<file path="src/rtl/piece_queue.sv">
// Purpose : preview buffer between the piece generator and the game controller.
// Latency : a piece accepted at a clock edge is visible on head/preview/count after that edge.
// Backpr. : genenable drops while the queue is full; when full, a push is still taken alongside a pop.
//
// Ports:
//   clk, reset        - clock; synchronous active-high reset
//   genready/genpiece - generator candidate (code 7 is invalid and discarded)
//   genenable         - generator enable, high while the queue can accept (combinational)
//   pop               - controller consumes the head piece (honoured only while valid)
//   valid             - head/preview meaningful (registered state only)
//   head              - oldest piece (entry 0)
//   preview           - all entries, entry i at [3i+2:3i], unused entries read 0
//   count             - number of stored pieces
//
// Optional feature macro: PIECEQUEUE_NOREPEAT_EN drops the first immediate repeat of
// the last pushed piece (at most one consecutive drop).
module piece_queue #(
  parameter int DEPTH = 3,
  localparam int CW = $clog2(DEPTH + 1)
) (
  input  logic               clk,
  input  logic               reset,
  input  logic               genready,
  input  logic [2:0]         genpiece,
  output logic               genenable,
  input  logic               pop,
  output logic               valid,
  output logic [2:0]         head,
  output logic [3*DEPTH-1:0] preview,
  output logic [CW-1:0]      count
);

  localparam logic [CW-1:0] FULL = CW'(DEPTH);

  typedef enum logic {FILL, RUN} state_t;

  state_t                state, state_nxt;
  logic [DEPTH-1:0][2:0] q, q_nxt;
  logic [CW-1:0]         count_nxt;
  logic [CW-1:0]         widx;
  logic                  cand, room, fits, popacc, pushacc;

  assign cand    = genready && (genpiece != 3'd7);
  assign room    = (count < FULL);
  assign popacc  = pop && valid;
  // A pop frees a slot in the same cycle, so a full queue can still take a push.
  assign fits    = cand && (room || popacc);

`ifdef PIECEQUEUE_NOREPEAT_EN
  logic [2:0] lastpiece;
  logic       rerolled;
  logic       repdrop;

  // Only a candidate that would otherwise be stored counts as a dropped repeat.
  assign repdrop = fits && !rerolled && (genpiece == lastpiece);
  assign pushacc = fits && !repdrop;

  always_ff @(posedge clk) begin
    if (reset) begin
      lastpiece <= 3'd7;
      rerolled  <= 1'b0;
    end else if (pushacc) begin
      lastpiece <= genpiece;
      rerolled  <= 1'b0;
    end else if (repdrop) begin
      rerolled  <= 1'b1;
    end
  end
`else
  assign pushacc = fits;
`endif

  assign genenable = room && !reset;
  assign head      = q[0];
  assign preview   = q;

  // Write slot: the tail, which moves down by one when a pop shifts the queue.
  assign widx = popacc ? (count - CW'(1)) : count;

  always_comb begin
    q_nxt = popacc ? (q >> 3) : q;
    for (int i = 0; i < DEPTH; i++) begin
      if (pushacc && (CW'(i) == widx)) begin
        q_nxt[i] = genpiece;
      end
    end
  end

  always_comb begin
    count_nxt = count;
    case ({pushacc, popacc})
      2'b10:   count_nxt = count + CW'(1);
      2'b01:   count_nxt = count - CW'(1);
      default: count_nxt = count;
    endcase
  end

  // FSM next state and output decode.
  always_comb begin
    state_nxt = state;
    valid     = 1'b0;
    case (state)
      FILL: begin
        valid = 1'b0;
        if (count_nxt == FULL) state_nxt = RUN;
      end
      RUN: begin
        valid = (count != '0);
        if (count_nxt == '0) state_nxt = FILL;
      end
      default: state_nxt = FILL;
    endcase
  end

  always_ff @(posedge clk) begin
    if (reset) begin
      state <= FILL;
    end else begin
      state <= state_nxt;
    end
  end

  always_ff @(posedge clk) begin
    if (reset) begin
      q     <= '0;
      count <= '0;
    end else begin
      q     <= q_nxt;
      count <= count_nxt;
    end
  end

endmodule

</file>
<file path="config.mk">
export PLATFORM = sky130hd
export DESIGN_NAME = piece_queue
export DESIGN_NICKNAME = d
export VERILOG_FILES = /design/src/rtl/piece_queue.sv
export SDC_FILE = /design/constraint.sdc
export NUM_CORES = 1
export LEC_CHECK = 0
export CORE_UTILIZATION = 35
export CTS_CLUSTER_SIZE = 20
export DETAILED_ROUTE_END_ITERATION = 16
export HOLD_SLACK_MARGIN = 0.08
export PLACE_DENSITY_LB_ADDON = 0.05
export SLEW_MARGIN = 20
export SYNTH_ARGS = -nofsm -noshare
export SYNTH_HDL_FRONTEND = slang
export SYNTH_SLANG_ARGS = --single-unit
</file>
<file path="constraint.sdc">
create_clock -name clk -period 4.5 [get_ports clk]
set_input_delay 0.9 -clock clk [delete_from_list [all_inputs] [get_ports clk]]
set_output_delay 0.9 -clock clk [all_outputs]
set_load 0.02 [all_outputs]
</file>
* Word-level counts from Yosys, hierarchy flattened
Index checks and enable logic that the tools add are counted.
** Word-level totals
- Bits in registers :: 12
- Input bits :: 7
- Logic and storage cells :: 40
** Cells by class
- Muxes and demuxes :: 10
- Equality and inequality tests :: 6
- Bitwise logic cells :: 1
- Magnitude comparators :: 1
- Add/subtract/negate cells :: 2
- Reduce and logical (&&, ||, !) cells :: 15
** Operators with widths (count)
- 3-bit 2-to-1 mux :: 3
- 9-bit 2-to-1 mux :: 1
- 2-bit nonzero test :: 4
- 1-bit logical AND :: 7
- 2-bit equality test (second input constant) :: 2
- 2-bit logical NOT :: 2
- 1-bit case mux with 2 select lines :: 2
- 2-bit case mux with 2 select lines :: 1
- 3-bit != test (second input constant) :: 1
- 2-bit by 1-bit adder with 2-bit output (second input constant) :: 1
- 1-bit by 2-bit equality test with 1-bit output (first input constant) :: 1
- 2-bit by 1-bit equality test with 1-bit output (second input constant) :: 1
- 2-bit equality test (first input constant) :: 1
- 2-bit less-than comparator (second input constant) :: 1
- 1-bit 2-to-1 mux :: 2
- 2-bit 2-to-1 mux :: 1
- 2-bit by 1-bit subtractor with 2-bit output (second input constant) :: 1
- 1-bit logical NOT :: 1
- 1-bit logical OR :: 1
- 1-bit NOT :: 1

* Logic depth before layout (Yosys ltp)
Gate-level depths: netlist of the first run.
- Word-level depth :: 10
- Gate-level depth with buffers :: 11
- Gate-level depth less buffers :: 10

* Worst setup path before layout of the first run
OpenSTA, ideal clock, no wires.
- Path kind :: input port to flip-flop
- Start point :: input port pop
- End point :: register state
- Setup time :: 123 ps
- Data arrival time :: 2320 ps
- Cell stages on the path :: 9
- Setup slack :: 2057 ps
- Path buffers :: 1
- Cell sequence :: nand3b_4 > clkbuf_1 > a21o_1 > inv_1 > ha_1 > mux2_2 > o211ai_1 > o21ai_0 > o2bb2ai_1
** Between the ends
- Cells in the longest elaborated chain, start to end :: 8
- Elaborated cells on any way between the ends :: 11
** Ends and longest elaborated chain
- from (decl) :: RTL line 26 : input logic pop,
- 1-bit logical AND (*) :: RTL line 45 : assign popacc = pop && valid;
- 1-bit logical OR :: RTL line 47 : assign fits = cand && (room || popacc);
- 1-bit logical AND :: RTL line 47
- 2-bit by 1-bit equality test with 1-bit output or 2-bit equality test (tied branches) :: RTL line 91 : case ({pushacc, popacc})
- 2-bit case mux with 2 select lines (*) :: RTL line 91
- 2-bit equality test or 2-bit logical NOT (tied branches) :: RTL line 105, 109
- 1-bit 2-to-1 mux (on tied branches) :: RTL line 105, 109
- 1-bit case mux with 2 select lines (*) :: RTL line 102 : case (state)
- to (signal assigned) :: RTL line 119 : state <= state_nxt;
- to (decl) :: RTL line 37 : state_t state, state_nxt;
Mark *: on every way between the ends. The rest lies on a longest branch, timed or not.
A chain may end at the register's enable or synchronous reset.

* Final worst setup path of the first run
- Start point :: input port reset
- End point :: output port genenable
** Between the ends
- Cells in the longest elaborated chain, start to end :: 2
** Ends and longest elaborated chain
- from (decl) :: RTL line 22 : input logic reset,
- 1-bit logical NOT :: RTL line 73 : assign genenable = room && !reset;
- 1-bit logical AND :: RTL line 73
- to (decl) :: RTL line 25 : output logic genenable,
No other way between the ends.

==> impl_metrics.ini, run 1 <==
[synth]
synth.area.top_cells = dfxtp_1, mux2_2, nand2_1
ys_seq_elements = 12
yosysUniqueCellTypes = 27
synth-edff-count = 0
synth_commonest_cells = nand2_1, dfxtp_1, mux2_2, a21oi_1, nand3_1
synth.most_common_cell = nand2_1
ys_seq_area_frac = 0.321
mappedNetlistArea_um2 = 748
synth-async-reset-ratio = 0
syn_area_per_cell_um2 = 8.80
synth_top_area_frac = 0.321
syn-num-nets = 96
ys_warn_count = 0
ys.flop_type = dfxtp_1
yosys.area.top_type = dfxtp_1
netlist_instances = 85

[clocking]
clockBufferDepth = 2
path_clk_slew_ns = 0.08
cts_sinks = 12
cts_hold_buf = 0
post-cts-setup-buffer-count = 0
clock_latency_ns = 0.27
cts_inserted_buffers = 3
h-tree-depth = 1
post_cts_resized = 0
tritoncts = done
clock_tree.root_cell = clkbuf_4

[worst_setup_path]
worst_setup_path_end_kind = output port
cp-start-kind = input pin
cp.arrival_ns = 2.31
worstSetupPathType = in -> out
critPathRequiredTime_ns = 3.60
worst-path-max-fanout = 13

[placement]
gp_congestion = 0.754
dp_hpwl_um = 1130
port-buffer-count = 22
place_ws_ns = 1.27

[cells_and_area]
syn_to_final_growth_pct = 34.3
final.fill_count = 200
final_nets = 118
drive_above_1_share = 0.189
diodes = 0

[power]
power_frac_seq = 0.439
p_switching_uw = 72.2
clkPwrFrac = 0.320
p_per_area_nw_per_um2 = 265
leakage_uw = 0.000433
combPwrFrac = 0.241
irDropWorstVdd_v = 0.000134
switching_share = 0.271
power.internal_uw = 194

[timing]
setup_ws_ns = 1.29
drv_slew = 0
setup_tns_ns = 0
setup_viol = 0
rsz0062_at_grt = no
fin_crit_ns = 3.21
slew_headroom = 0.711
fmaxAchievable_ghz = 0.311
clock_skew_ns = 0.000373
hold_violations = 0
tightest_slew_ns = 0.432
period_share = 0.714

[grt]
antenna_found_initial = 0
grt_max_degree = 16
grt.total_usage = 0.156
grt_pass1_wl_um = 2480
grt-ovfl-total = 0
grt_pass1_vias = 550

[drt]
num_vias = 620
routed_wl_um = 1530
post_drt_wl_per_cell_um = 11.5
dr.pass1.iters = 4
drc = 0
vias_per_cell = 4.66
drt_iter0_drc = 9
antenna_left = 0

[floorplan]
die_h_um = 48.2
die_area_um2 = 2330
io_pins = 23
fp.dieW_um = 48.2
row_count = 16
initial_utilization = 0.378
core_region_area_um2 = 1980

[hold_path]
worstHoldPathType = reg -> reg

[outcome]
status = finished, final reports clean

[job]
cap_violations = 0
-- flip-flops by register name, summed over array words and instances, names as in the netlist --
register / cells
count: 2
head: 3
preview: 6
state: 1
-- worst max-delay path: stages --
cell and delay, ns:
clkdlybuf4s50_1 0.63, nor2_1 0.17, clkdlybuf4s50_1 0.62
-- path summary, 6_finish.rpt --
kind	from	to	slack, ns	depth (start not counted)
hold / removal	state	state	0.52	1
setup reg to reg	count[0]	state	2.15	9
setup / recovery	reset	genenable	1.29	3
hold reg to reg	state	state	0.52	1
-- layer usage --
layer | wire length (um) | vias up | share of wire | GRT usage
li1 | - | 330 | - | -
met5 | 0 | - | 0 | 0
met3 | 58 | 2 | 0.038 | 0.0333
met4 | 15 | 0 | 0.0098 | 0.0667
met1 | 811 | 270 | 0.53 | 0.237
met2 | 641 | 18 | 0.42 | 0.205
-- power by group through the flow --
stage,logic (uW),registers [uW],clock network (uW)
after detailed placement,64.1,120,0
after floorplan,35.5,125,0
after global placement,64.4,119,0
after global routing,70.2,118,93.8
final,64.1,117,85.0
after CTS,64.5,117,89.0
-- per-stage QoR --
| stage | total power (uW) | util | instance area [um^2] | cells | hold WS (ns) |
|---|---|---|---|---|---|
| final | 266 | 0.507 | 1000 | 133 | 0.523 |
| after global routing | 282 | 0.507 | 1000 | 133 | 0.558 |
| after CTS | 271 | 0.507 | 1000 | 133 | 0.523 |
| after detailed placement | 184 | 0.489 | 968 | 129 | 0.510 |
| after global placement | 184 | 0.489 | 968 | 129 | 0.505 |
| after floorplan | 160 | - | 748 | 85 | 0.489 |
-- final cells by class --
class,count,area (um^2),share of cell area
clock buffer,4,36.3,0.0361
inverter,6,25.0,0.0249
multi-input combinational,62,449,0.447
sequential,12,240,0.239
tap,27,33.8,0.0336
timing repair buffer,22,220,0.219
-- layout by cell type, fill, tap and decap left out, drive strengths merged, types with 4 or more instances in the layout --
cell            n
ha              4
inv             6
dfxtp          12
nand2          14
clkdlybuf4s50  22
nand3           5
mux2           10
a21oi           8
clkbuf          4
-- logic make-up (layout without fill, tap and decap cells) --
| kind of cell | Yosys count | count (layout) | share of synthesized area |
|---|---|---|---|
| flops | 12 | 12 | 0.321 |
| mux | 10 | 10 | 0.151 |
| compound gates | 15 | 15 | 0.142 |
| buf+inv | 11 | 32 | 0.0786 |
| fa+ha+maj | 4 | 4 | 0.0669 |
| simple gates | 33 | 33 | 0.241 |
Note: power is estimated with default switching activity, not from simulation.
==> run 2, diff against run 1 <==
- clock period: 4.5 -> 3.1 ns (I/O delays scaled with it)
==> impl_metrics.ini, run 2 (same netlist as run 1, synthesis figures left out) <==
[floorplan]
row_count = 16
die_area_um2 = 2330
core_region_area_um2 = 1980
die_h_um = 48.2
initial_utilization = 0.378
fp.dieW_um = 48.2
io_pins = 23

[placement]
dp_hpwl_um = 1180
placed_cells = 130
port-buffer-count = 22
gp_congestion = 0.767
placed_area_um2 = 976

[timing]
period_share = 0.769
fin_crit_ns = 2.38
setup_tns_ns = 0
fmaxAchievable_ghz = 0.420
tightest_slew_ns = 0.249
setup_viol = 0
rsz0062_at_grt = no
clock_skew_ns = 0.00144
slew_headroom = 0.833
hold_violations = 0
drv_slew = 0

[worst_setup_path]
worstSetupPathType = reg -> out
worst_setup_path_end_kind = output port
r2r-end = state
r2r_cells = 9
r2r_start = count[0]
cp-start-kind = flip-flop
r2r_slack_ns = 0.76
critPathRequiredTime_ns = 2.48
worst-path-max-fanout = 7
cp.arrival_ns = 1.76

[job]
cap_violations = 0

[grt]
grt-ovfl-total = 0
antenna_found_initial = 0
grt_pass1_vias = 606
grt_max_degree = 16
grt_pass1_wl_um = 2680
grt.total_usage = 0.168

[clocking]
path_clk_slew_ns = 0.08
clockBufferDepth = 2
post_cts_resized = 0
cts_hold_buf = 0
cts_sinks = 12
cts_inserted_buffers = 3
h-tree-depth = 1
clock_tree.root_cell = clkbuf_4
tritoncts = done
post-cts-setup-buffer-count = 0
clock_latency_ns = 0.27

[hold_path]
holdPathEnd = state
holdPathStages = 1
hold_start = state
worstHoldPathType = reg -> reg

[cells_and_area]
fin_util = 0.511
syn_to_final_growth_pct = 35.3
final_cell_mix = clkdlybuf4s50_1, nand2_1, dfxtp_1
final_nets = 119
final_area_um2 = 1010
drive_above_1_share = 0.196
finalNonFillerCells = 134
largest_register_ffs = 6
diodes = 0
layout_commonest_cell = clkdlybuf4s50_1

[drt]
post_drt_wl_per_cell_um = 11.8
routed_wl_um = 1580
drc = 0
drt_iter0_drc = 11
antenna_left = 0
dr.pass1.iters = 4
vias_per_cell = 4.76
num_vias = 638

[power]
leakage_uw = 0.000438
irDropWorstVdd_v = 0.000309
p_per_area_nw_per_um2 = 387

[outcome]
status = finished, final reports clean
## run 2: changes by cell type in the layout (fill, tap and decap cells not counted)
cell	before	now
buf_4	0	1
## run 2: metrics by stage
| stage | setup WS (ns) | hold WS, ns | power, uW |
|---|---|---|---|
| 6_report | 0.717 | 0.524 | 391 |
| 5_1_grt | 0.545 | 0.545 | 411 |
| 4_1_cts | 0.701 | 0.531 | 396 |
| 3_5_place_dp | 0.461 | 0.517 | 269 |
| 3_3_place_gp | 0.526 | 0.510 | 268 |
| 2_1_floorplan | 0.714 | 0.489 | 233 |
## run 2: cell type report
class                           count  area [um^2]
Clock buffer                        4         36.3
Fill cell                         189          970
Inverter                            6         25.0
Multi-Input combinational cell     62          449
Sequential cell                    12          240
Tap cell                           27         33.8
Timing Repair Buffer               23          228
## run 2: critical path, stage by stage, from the launching register on
cell	delay, ns
dfxtp_1	0.46
inv_2	0.09
ha_1	0.22
nor2b_1	0.11
clkdlybuf4s50_1	0.60
## run 2: power breakdown
part	internal, uW	switching (uW)	total [uW]
Clock	71.4	55.6	127
Combinational	49.1	45.6	94.7
Sequential	162	7.80	170
## run 2: layer usage
layer,vias to the layer above,global-route usage,part of all wire
met5,-,0,0
met4,0,0.0167,0.0057
met3,2,0.0556,0.042
met2,20,0.277,0.45
met1,282,0.219,0.50
li1,334,-,-
## run 2: how the worst max path moves through the flow
stage	from	to
final	count[0]	valid
after global routing	count[0]	state
after CTS	count[0]	valid
after detailed placement	pop	state
after global placement	pop	state
after floorplan	count[0]	state
==> run 3, diff against run 2 <==
- clock period: 3.1 -> 2.45 ns (I/O delays scaled with it)
==> impl_metrics.ini, run 3 (same netlist as run 1, synthesis figures left out) <==
[worst_setup_path]
worst_setup_path_end_kind = output port
cp.arrival_ns = 1.75
worstSetupPathType = reg -> out
crit_buf_inv = 2
path_delay_family = buffers and inverters
cp-start-kind = flip-flop
crit_chain = buf_4 -> ha_1 -> nor2_1 -> clkdlybuf4s50_1
slowest_stage = clkdlybuf4s50_1
worst-path-max-fanout = 6
slowest_delay_ns = 0.60
critPathRequiredTime_ns = 1.96

[clocking]
clock_latency_ns = 0.28
post-cts-setup-buffer-count = 0
tritoncts = done
clock_tree.root_cell = clkbuf_4
clockBufferDepth = 2
path_clk_slew_ns = 0.09
post_cts_resized = 0
cts_inserted_buffers = 3
cts_hold_buf = 0
cts_sinks = 12
h-tree-depth = 1

[grt]
grt-ovfl-total = 0
grt_max_degree = 13
antenna_found_initial = 0
grt_pass1_vias = 551
grt_pass1_wl_um = 2570
grt.total_usage = 0.166

[floorplan]
io_pins = 23
fp.dieW_um = 48.2
core_region_area_um2 = 1980
die_area_um2 = 2330
initial_utilization = 0.378
row_count = 16
die_h_um = 48.2

[timing]
period_share = 0.913
hold_violations = 0
setup_viol = 0
setup_ws_ns = 0.214
slew_headroom = 0.857
drv_slew = 0
setup_tns_ns = 0
tightest_slew_ns = 0.213
clock_skew_ns = 0.00426
rsz0062_at_grt = no
fin_crit_ns = 2.24
fmaxAchievable_ghz = 0.447

[drt]
drc = 0
routed_wl_um = 1620
post_drt_wl_per_cell_um = 11.6
num_vias = 666
vias_per_cell = 4.76
antenna_left = 0
dr.pass1.iters = 4
drt_iter0_drc = 9

[cells_and_area]
syn_to_final_growth_pct = 41.3
final_area_um2 = 1060
diodes = 0
largest_register_ffs = 6
fin_util = 0.533
final_cell_mix = clkdlybuf4s50_1, nand2_1, dfxtp_1
final_nets = 125
finalNonFillerCells = 140
layout_commonest_cell = clkdlybuf4s50_1
drive_above_1_share = 0.239

[placement]
place_ws_ns = 0.0914
port-buffer-count = 22
gp_congestion = 0.736
placed_cells = 136
dp_hpwl_um = 1240
placed_area_um2 = 1020

[power]
leakage_uw = 0.000466
p_per_area_nw_per_um2 = 481
irDropWorstVdd_v = 0.000277

[job]
cap_violations = 0

[outcome]
status = finished, final reports clean

[hold_path]
worstHoldPathType = reg -> reg
run 3: changes by cell type in the layout (fill, tap and decap cells not counted), sizes merged:
cell  delta
buf      +6
run 3: final timing paths:
kind          endpoint  cells past startpoint      from  slack, ns
max          genenable                      4  count[0]       0.21
min              state                      1     state       0.54
max reg2reg      state                     10  count[0]       0.40
min reg2reg      state                      1     state       0.54
run 3: power breakdown:
group	internal (uW)	total (uW)	switching, uW
combinational	68.0	129	60.7
clock	90.5	168	77.6
sequential	205	212	7.24
run 3: metrics by stage:
step,total power [uW],hold slack (ns)
detailed placement,347,0.524
global placement,346,0.522
finish,509,0.536
global route,538,0.556
floorplan,294,0.489
CTS,514,0.536
run 3: final cells by class:
| class | count | area [um^2] |
|---|---|---|
| flip-flops and latches | 12 | 240 |
| well taps | 27 | 33.8 |
| fillers | 185 | 925 |
| repair buffers | 29 | 273 |
| inverters | 6 | 25.0 |
| multi-input cells | 62 | 449 |
| clock buffers | 4 | 36.3 |
run 3: routing by layer:
metal  up-vias  global-route usage  wire length [um]
met5         -                   0                 0
met4         0              0.0833                32
met3         5              0.0333                77
met2        20               0.232               689
met1       298               0.239               821
li1        343                   -                 -
